**src/rtl/alu_seq.sv**
```systemverilog
// Sequential ALU with a valid/ready handshake on both sides. Single-cycle ops
// complete at the accept edge; MUL runs an iterative shift-add over WIDTH cycles.
module alu_seq #(
    parameter int WIDTH  = 21,
    parameter int MUL_EN = 1
) (
    input  logic             clk,
    input  logic             reset,
    input  logic             in_valid,
    output logic             in_ready,
    input  logic [WIDTH-1:0] A,
    input  logic [WIDTH-1:0] B,
    input  logic [3:0]       AluControl,
    output logic             out_valid,
    input  logic             out_ready,
    output logic [WIDTH-1:0] AluResult,
    output logic             Zero,
    output logic             Carry,
    output logic             Overflow,
    output logic             Illegal
);

    typedef enum logic [1:0] {IDLE, MUL, DONE} state_t;

    typedef enum logic [3:0] {
        OP_ADD, OP_SUB, OP_AND, OP_OR, OP_SLL, OP_SRL, OP_SRA, OP_XOR,
        OP_NOR, OP_SLT, OP_SLTU, OP_MUL
    } op_t;

    localparam bit                     MUL_ON  = (MUL_EN != 0);
    localparam int                     CW      = $clog2(WIDTH);
    localparam logic [CW-1:0]          LAST    = CW'(WIDTH - 1);
    localparam logic [WIDTH-1:0]       WIDTH_V = WIDTH'(WIDTH);

    state_t             state, next_state;
    logic [WIDTH:0]     sum, dif;
    logic               big_shift;
    logic               is_mul;
    logic [WIDTH-1:0]   alu_res;
    logic               alu_c, alu_v, alu_ill;
    logic [2*WIDTH-1:0] mcand, prod, prod_next;
    logic [WIDTH-1:0]   mplier;
    logic [CW-1:0]      mcnt;

    assign is_mul    = MUL_ON && (AluControl == OP_MUL);
    assign sum       = {1'b0, A} + {1'b0, B};
    assign dif       = {1'b0, A} - {1'b0, B};
    assign big_shift = (B >= WIDTH_V);
    assign prod_next = prod + (mplier[0] ? mcand : '0);
    assign Zero      = (AluResult == '0);

    always_comb begin
        alu_res = '0;
        alu_c   = 1'b0;
        alu_v   = 1'b0;
        alu_ill = 1'b0;
        case (AluControl)
            OP_ADD: begin
                alu_res = sum[WIDTH-1:0];
                alu_c   = sum[WIDTH];
                alu_v   = (A[WIDTH-1] == B[WIDTH-1]) && (sum[WIDTH-1] != A[WIDTH-1]);
            end
            OP_SUB: begin
                alu_res = dif[WIDTH-1:0];
                alu_c   = dif[WIDTH];
                alu_v   = (A[WIDTH-1] != B[WIDTH-1]) && (dif[WIDTH-1] != A[WIDTH-1]);
            end
            OP_AND:  alu_res = A & B;
            OP_OR:   alu_res = A | B;
            OP_XOR:  alu_res = A ^ B;
            OP_NOR:  alu_res = ~(A | B);
            OP_SLL:  alu_res = big_shift ? '0 : (A << B);
            OP_SRL:  alu_res = big_shift ? '0 : (A >> B);
            OP_SRA:  alu_res = big_shift ? {WIDTH{A[WIDTH-1]}} : WIDTH'($signed(A) >>> B);
            OP_SLT:  alu_res[0] = ($signed(A) < $signed(B));
            OP_SLTU: alu_res[0] = (A < B);
            OP_MUL:  alu_ill = !MUL_ON;
            default: alu_ill = 1'b1;
        endcase
    end

    always_ff @(posedge clk) begin
        if (reset) state <= IDLE;
        else       state <= next_state;
    end

    always_comb begin
        next_state = state;
        in_ready   = 1'b0;
        out_valid  = 1'b0;
        case (state)
            IDLE: begin
                in_ready = 1'b1;
                if (in_valid) next_state = is_mul ? MUL : DONE;
            end
            MUL:  if (mcnt == LAST) next_state = DONE;
            DONE: begin
                out_valid = 1'b1;
                if (out_ready) next_state = IDLE;
            end
            default: next_state = IDLE;
        endcase
    end

    // Result and flags only change at acceptance or on the final MUL step,
    // so they hold steady for the whole DONE phase.
    always_ff @(posedge clk) begin
        if (reset) begin
            AluResult <= '0;
            Carry     <= 1'b0;
            Overflow  <= 1'b0;
            Illegal   <= 1'b0;
            mcnt      <= '0;
            mcand     <= '0;
            mplier    <= '0;
            prod      <= '0;
        end else begin
            case (state)
                IDLE: if (in_valid) begin
                    if (is_mul) begin
                        mcand  <= {{WIDTH{1'b0}}, A};
                        mplier <= B;
                        prod   <= '0;
                        mcnt   <= '0;
                    end else begin
                        AluResult <= alu_res;
                        Carry     <= alu_c;
                        Overflow  <= alu_v;
                        Illegal   <= alu_ill;
                    end
                end
                MUL: begin
                    prod   <= prod_next;
                    mcand  <= mcand << 1;
                    mplier <= mplier >> 1;
                    mcnt   <= mcnt + CW'(1);
                    if (mcnt == LAST) begin
                        AluResult <= prod_next[WIDTH-1:0];
                        Carry     <= |prod_next[2*WIDTH-1:WIDTH];
                        Overflow  <= 1'b0;
                        Illegal   <= 1'b0;
                        mcnt      <= '0;
                    end
                end
                default: ;
            endcase
        end
    end

endmodule

```
**config.mk**
```make
export PLATFORM = sky130hd
export DESIGN_NAME = alu_seq
export DESIGN_NICKNAME = d
export VERILOG_FILES = /design/src/rtl/alu_seq.sv
export SDC_FILE = /design/constraint.sdc
export NUM_CORES = 1
export LEC_CHECK = 0
export ABC_AREA = 1
export CORE_MARGIN = 2
export CORE_UTILIZATION = 45
export DETAILED_ROUTE_END_ITERATION = 8
export HOLD_SLACK_MARGIN = 0.15
export SETUP_SLACK_MARGIN = 0.1
export SKIP_CTS_REPAIR_TIMING = 1
export SLEW_MARGIN = 20
export SYNTH_ARGS = -nofsm -noshare
export SYNTH_HDL_FRONTEND = slang
export SYNTH_SLANG_ARGS = --single-unit
```
**constraint.sdc**
```tcl
create_clock -name clk -period 4.15 [get_ports clk]
set_clock_uncertainty 0.15 [all_clocks]
set_input_delay 1.0375 -clock clk [delete_from_list [all_inputs] [get_ports clk]]
set_output_delay 1.0375 -clock clk [all_outputs]
set_load 0.005 [all_outputs]
```
**Word-level counts from Yosys, hierarchy flattened**

Index checks and enable logic that the tools add are counted.

- Word-level logic and storage cells: 101
- Register bits after elaboration: 136
- Output and inout bits: 27

- Muxes and demuxes: 44
- Reduce and logical (&&, ||, !) cells: 11
- Add/sub/neg operators: 4
- Shift operators: 3
- Eq/ne operators: 23
- Bitwise logic cells: 4
- Magnitude comparators: 3

Operators by type and width:

| kind | count |
|---|---|
| $mux 42 | 5 |
| $pmux 20 s9 | 1 |
| $mux 21 | 8 |
| $pmux 42 s2 | 2 |
| $pmux 21 s2 | 2 |
| $add 42x42->42 | 1 |
| $lt 21x21->1 | 2 |
| $add 21x21->22 | 1 |
| $sub 21x21->22 | 1 |
| $and 21x21->21 | 1 |
| $ge 21x5->1 const B | 1 |
| $logic_not 21->1 | 1 |
| $not 21->21 | 1 |
| $or 21x21->21 | 1 |
| $reduce_or 21->1 | 1 |
| $shl 21x21->21 | 1 |
| $shr 21x21->21 | 1 |
| $sshr 21x21->21 | 1 |
| $xor 21x21->21 | 1 |
| $eq 4x3->1 const B | 4 |
| $eq 4x4->1 const B | 4 |
| $mux 5 | 3 |
| $mux 1 | 11 |
| $pmux 1 s11 | 1 |
| 20 further kinds | 36 |

**Depth between registers and ports, before layout**

- Depth after elaboration: 7
- Depth in mapped cells: 25
- Gate-level depth less buffers: 23

**Worst setup path after synthesis**

No wires, ideal clock.

- Path kind: input port to flip-flop
- From: input port B[2]
- To: register AluResult[9]
- Arrival time: 3414 ps
- Path slack: 469 ps
- Library setup time: 117 ps
- Cell stages on the path: 18
- Cells stage by stage: clkbuf_1 > inv_1 > buf_2 > buf_1 > ha_1 > nand2_1 > o21ai_1 > a21oi_1 > o21ai_1 > inv_1 > o21ai_0 > nand2_1 > nand3_1 > nand2_1 > nor2_1 > nand2_1 > a21oi_1 > nor2_1

- Cells in the longest elaborated chain, start to end: 6
- Elaborated cells on any way between the ends: 13
- Classes of those cells: add/sub: 2; order compare: 1; shift: 3; mux: 7

RTL lines:

| what | line | source |
|---|---|---|
| start: declaration | 12 | `input logic [WIDTH-1:0] B,` |
| $ge 21x5->1, or another cell as far along | 48 | `assign big_shift = (B >= WIDTH_V);` |
| $mux 21 (on tied branches) | 74, 72, 73 |  |
| $pmux 20 s9 * | 57 | `case (AluControl)` |
| $mux 21 * | 120 | `if (is_mul) begin` |
| $mux 21 * | 119 | `IDLE: if (in_valid) begin` |
| $pmux 21 s2 * | 118 | `case (state)` |
| end signal: assignment | 126 | `AluResult <= alu_res;` |
| end signal: assignment | 138 | `AluResult <= prod_next[WIDTH-1:0];` |
| end: declaration | 16 | `output logic [WIDTH-1:0] AluResult,` |

Mark *: on every way between the ends. The rest lies on a longest branch, timed or not. The select of a mux whose other input is x is not followed.
A chain may end at the register's enable or synchronous reset.

**Final worst setup path**

- From: input port A[17]
- To: register AluResult[19]

- Cells in the longest elaborated chain, start to end: 6
- Elaborated cells on any way between the ends: 12
- Classes of those cells: add/sub: 2; shift: 3; mux: 7

RTL lines:

| what | line | source |
|---|---|---|
| start: declaration | 11 | `input logic [WIDTH-1:0] A,` |
| parallel branches: the longest is 2 deep, another holds $sub 21x21->22 | n/a |  |
| $pmux 20 s9 * | 57 |  |
| $mux 21 * | 120 |  |
| $mux 21 * | 119 |  |
| $pmux 21 s2 * | 118 |  |

Every way passes the cells marked *. The select of a mux whose other input is x is not followed.

==> flow_metrics.py <==
metrics = {
    "run_status": {
        "status": "finished, final reports clean",
    },
    "drt": {
        "detail_route.wl_per_cell_um": 21.3,
        "drt-total-wl_mm": 72.1,
        "drtIter0Drc": 2032,
        "dr.pass1.iters": 7,
        "drc": 0,
        "num_vias": 19700,
        "drt-vias-per-instance": 5.83,
        "detail-route-antenna-nets": 0,
    },
    "synthesis": {
        "ys.warnings.count": 0,
        "async_flop_share_pct": 0,
        "synth_edf_count": 0,
        "synth-seq-cells": 136,
        "synth_top_flop_cell": "dfxtp_1",
        "yosysSeqAreaShare_pct": 18.0,
        "ys_types": 50,
        "syn-num-nets": 2879,
        "synth.avg_cell_area_um2": 5.55,
        "syn_area_um2": 15100,
        "netlist_instances": 2720,
    },
    "power_and_ir_drop": {
        "static-leakage-power_nw": 9.02,
        "peakVddDrop_uv": 290,
        "power_mw": 4.42,
        "pwr_density_cell_nw_per_um2": 242,
    },
    "setup_path": {
        "crit_family": "simple AND/OR/NAND/NOR gates",
        "arrival_ns": 4.15,
        "crit_slowest_cell": "clkdlybuf4s50_1",
        "startpoint_type": "input port",
        "endpoint_kind": "register",
        "path_buf_inv": 2,
        "critPathRequiredTime_ns": 4.32,
        "ff2ff_setup_slack_ns": 0.33,
        "cp_max_fo": 8,
        "cp_slowest_stage_delay_ns": 0.71,
        "crit_chain": "clkdlybuf4s50_1 -> inv_1 -> ha_2 -> nand2_1 -> nor4_2 -> o21ai_0 -> nand3_1 -> nand2_1 -> nand3_1 -> nand4_1 -> a21oi_1 -> nor2_1",
        "critPathKind": "in -> reg",
    },
    "global_route": {
        "grt_pass1_wl_mm": 108,
        "grt_max_degree": 71,
        "antenna_found_initial": 8,
        "grt_overflow_total": 0,
        "grt_pass1_vias": 18600,
        "grt_usage_pct": 40.3,
    },
    "die": {
        "num_io_pins": 77,
        "die_y_um": 187,
        "core_um2": 33300,
        "die_w_um": 187,
        "row_count": 67,
        "start_util_pct": 45.4,
        "die-area_um2": 35100,
    },
    "sta": {
        "fin_crit_ns": 3.98,
        "hold_violations": 0,
        "setup_viol": 0,
        "tightest_slew_ns": 1.05,
        "tns_ns": 0,
        "final-max-slew-violation-count": 0,
        "relSlewSlack_pct": 30.1,
        "max_freq_mhz": 251,
        "finalCritPeriodShare_pct": 95.8,
        "rsz0062_at_grt": "true",
    },
    "clocking": {
        "cts_sinks": 136,
        "ctsRootBufferMaster": "clkbuf_16",
        "clock_latency_ns": 0.44,
        "cts_made_buffers": 17,
        "clock_path_buffers": 2,
        "clk_pin_slew_worst_paths_ns": 0.07,
        "tritoncts": "built",
        "htreeDepth": 4,
    },
    "min_path": {
        "hold_path.class": "reg -> reg",
    },
    "finish": {
        "finalNonFillerCells": 3387,
        "final_cell_mix": "889 x nand2_1, 299 x inv_1, 238 x a21oi_1",
        "finish.utilization_pct": 54.9,
        "drive_gt1_share_pct": 10.5,
        "area_growth_pct": 20.9,
        "fin_nets": 3080,
        "final_common_cell": "nand2_1",
    },
    "run": {
        "max_cap_violations": 0,
    },
    "placement": {
        "dpl.cell_count": 3350,
        "numPortBuffers": 76,
        "gp_congestion": 1.09,
        "dp_hpwl_mm": 58.7,
    },
}
-- routing by layer --
| metal | share of wire, % | track usage (%) |
|---|---|---|
| met4 | 6.8 | 25.1 |
| met5 | 0.058 | 0 |
| met2 | 45 | 65.4 |
| met1 | 40 | 48.7 |
| met3 | 8.7 | 8.76 |
-- power breakdown --
group	switching, mW	internal, mW	total (mW)
Combinational	0.941	0.528	1.47
Sequential	0.0799	1.39	1.47
Clock	0.671	0.812	1.48
-- registers in the layout, summed over array words and instances, names as in the netlist --
register   cells
mcand         42
prod          42
AluResult     21
mplier        21
mcnt           5
state          2
Carry          1
Illegal        1
Overflow       1
-- metrics by stage --
stage               instance area (um2)  hold WS [ns]  setup WS, ns
finish                            18300         0.316         0.173
global placement                  17700         0.295        -0.356
global route                      18300         0.345        0.0481
floorplan                         15100         0.280         0.469
CTS                               18200         0.322         0.164
detailed placement                17700         0.309        -0.276
-- worst min-delay path: cells and delay by family, from the launching register on --
family,cells,cell delay [ns]
flip-flops,1,0.31
AND/OR/NAND/NOR,1,0.06
AO/OA/AOI/OAI,1,0.05
-- final timing paths --
path,from,to,depth (start not counted)
max,A[17],AluResult[19],12
max reg2reg,mplier[0],Carry,23
min reg2reg,mcand[41],mcand[41],2
min,mcand[41],mcand[41],2
-- Yosys cell counts, types with 3 or more instances --
library cell	number	area [um2]
a21oi_1	238	1190
o21ai_1	11	55.1
buf_2	19	95.1
a31oi_1	45	282
o21ai_2	17	149
a221oi_1	8	70.1
nor2_1	228	856
nor2_2	9	56.3
a211oi_1	6	45.0
nand2_1	889	3340
or2_2	10	62.6
clkinv_1	4	15.0
o21bai_1	11	82.6
dfxtp_1	136	2720
o21ai_0	194	971
nor3_1	21	105
a21o_1	5	37.5
nand3_1	236	1180
clkbuf_1	80	300
nor4_1	11	68.8
fa_1	3	60.1
o211ai_1	8	60.1
xor2_1	9	78.8
inv_2	7	26.3
nand4_1	43	269
buf_1	12	45.0
nand3b_1	12	90.1
o31ai_1	4	30.0
o22ai_1	10	62.6
ha_1	106	1330
inv_1	300	1130
-- area by class of cell --
class	instances	area (um2)
clock inverter	13	111
clock buffer	19	453
inverter	311	1170
sequential	136	2720
fill	3530	15000
antenna	5	12.5
multi-input combinational	2160	10800
timing repair buffer	295	2460
tap	448	561
-- cell families (layout without fill, tap and decap cells) --
logic type / after synthesis / after routing / synth area share, %
buffers and inverters: 424 / 638 / 10.8
flip-flops: 136 / 136 / 18.0
AND/OR/NAND/NOR: 1469 / 1469 / 40.5
adder cells (fa/ha/maj): 109 / 109 / 9.18
AO/OA/AOI/OAI: 573 / 573 / 21.0
XOR/XNOR: 9 / 9 / 0.522
other: 0 / 5 / 0
Power figures use the tool's default switching activity.
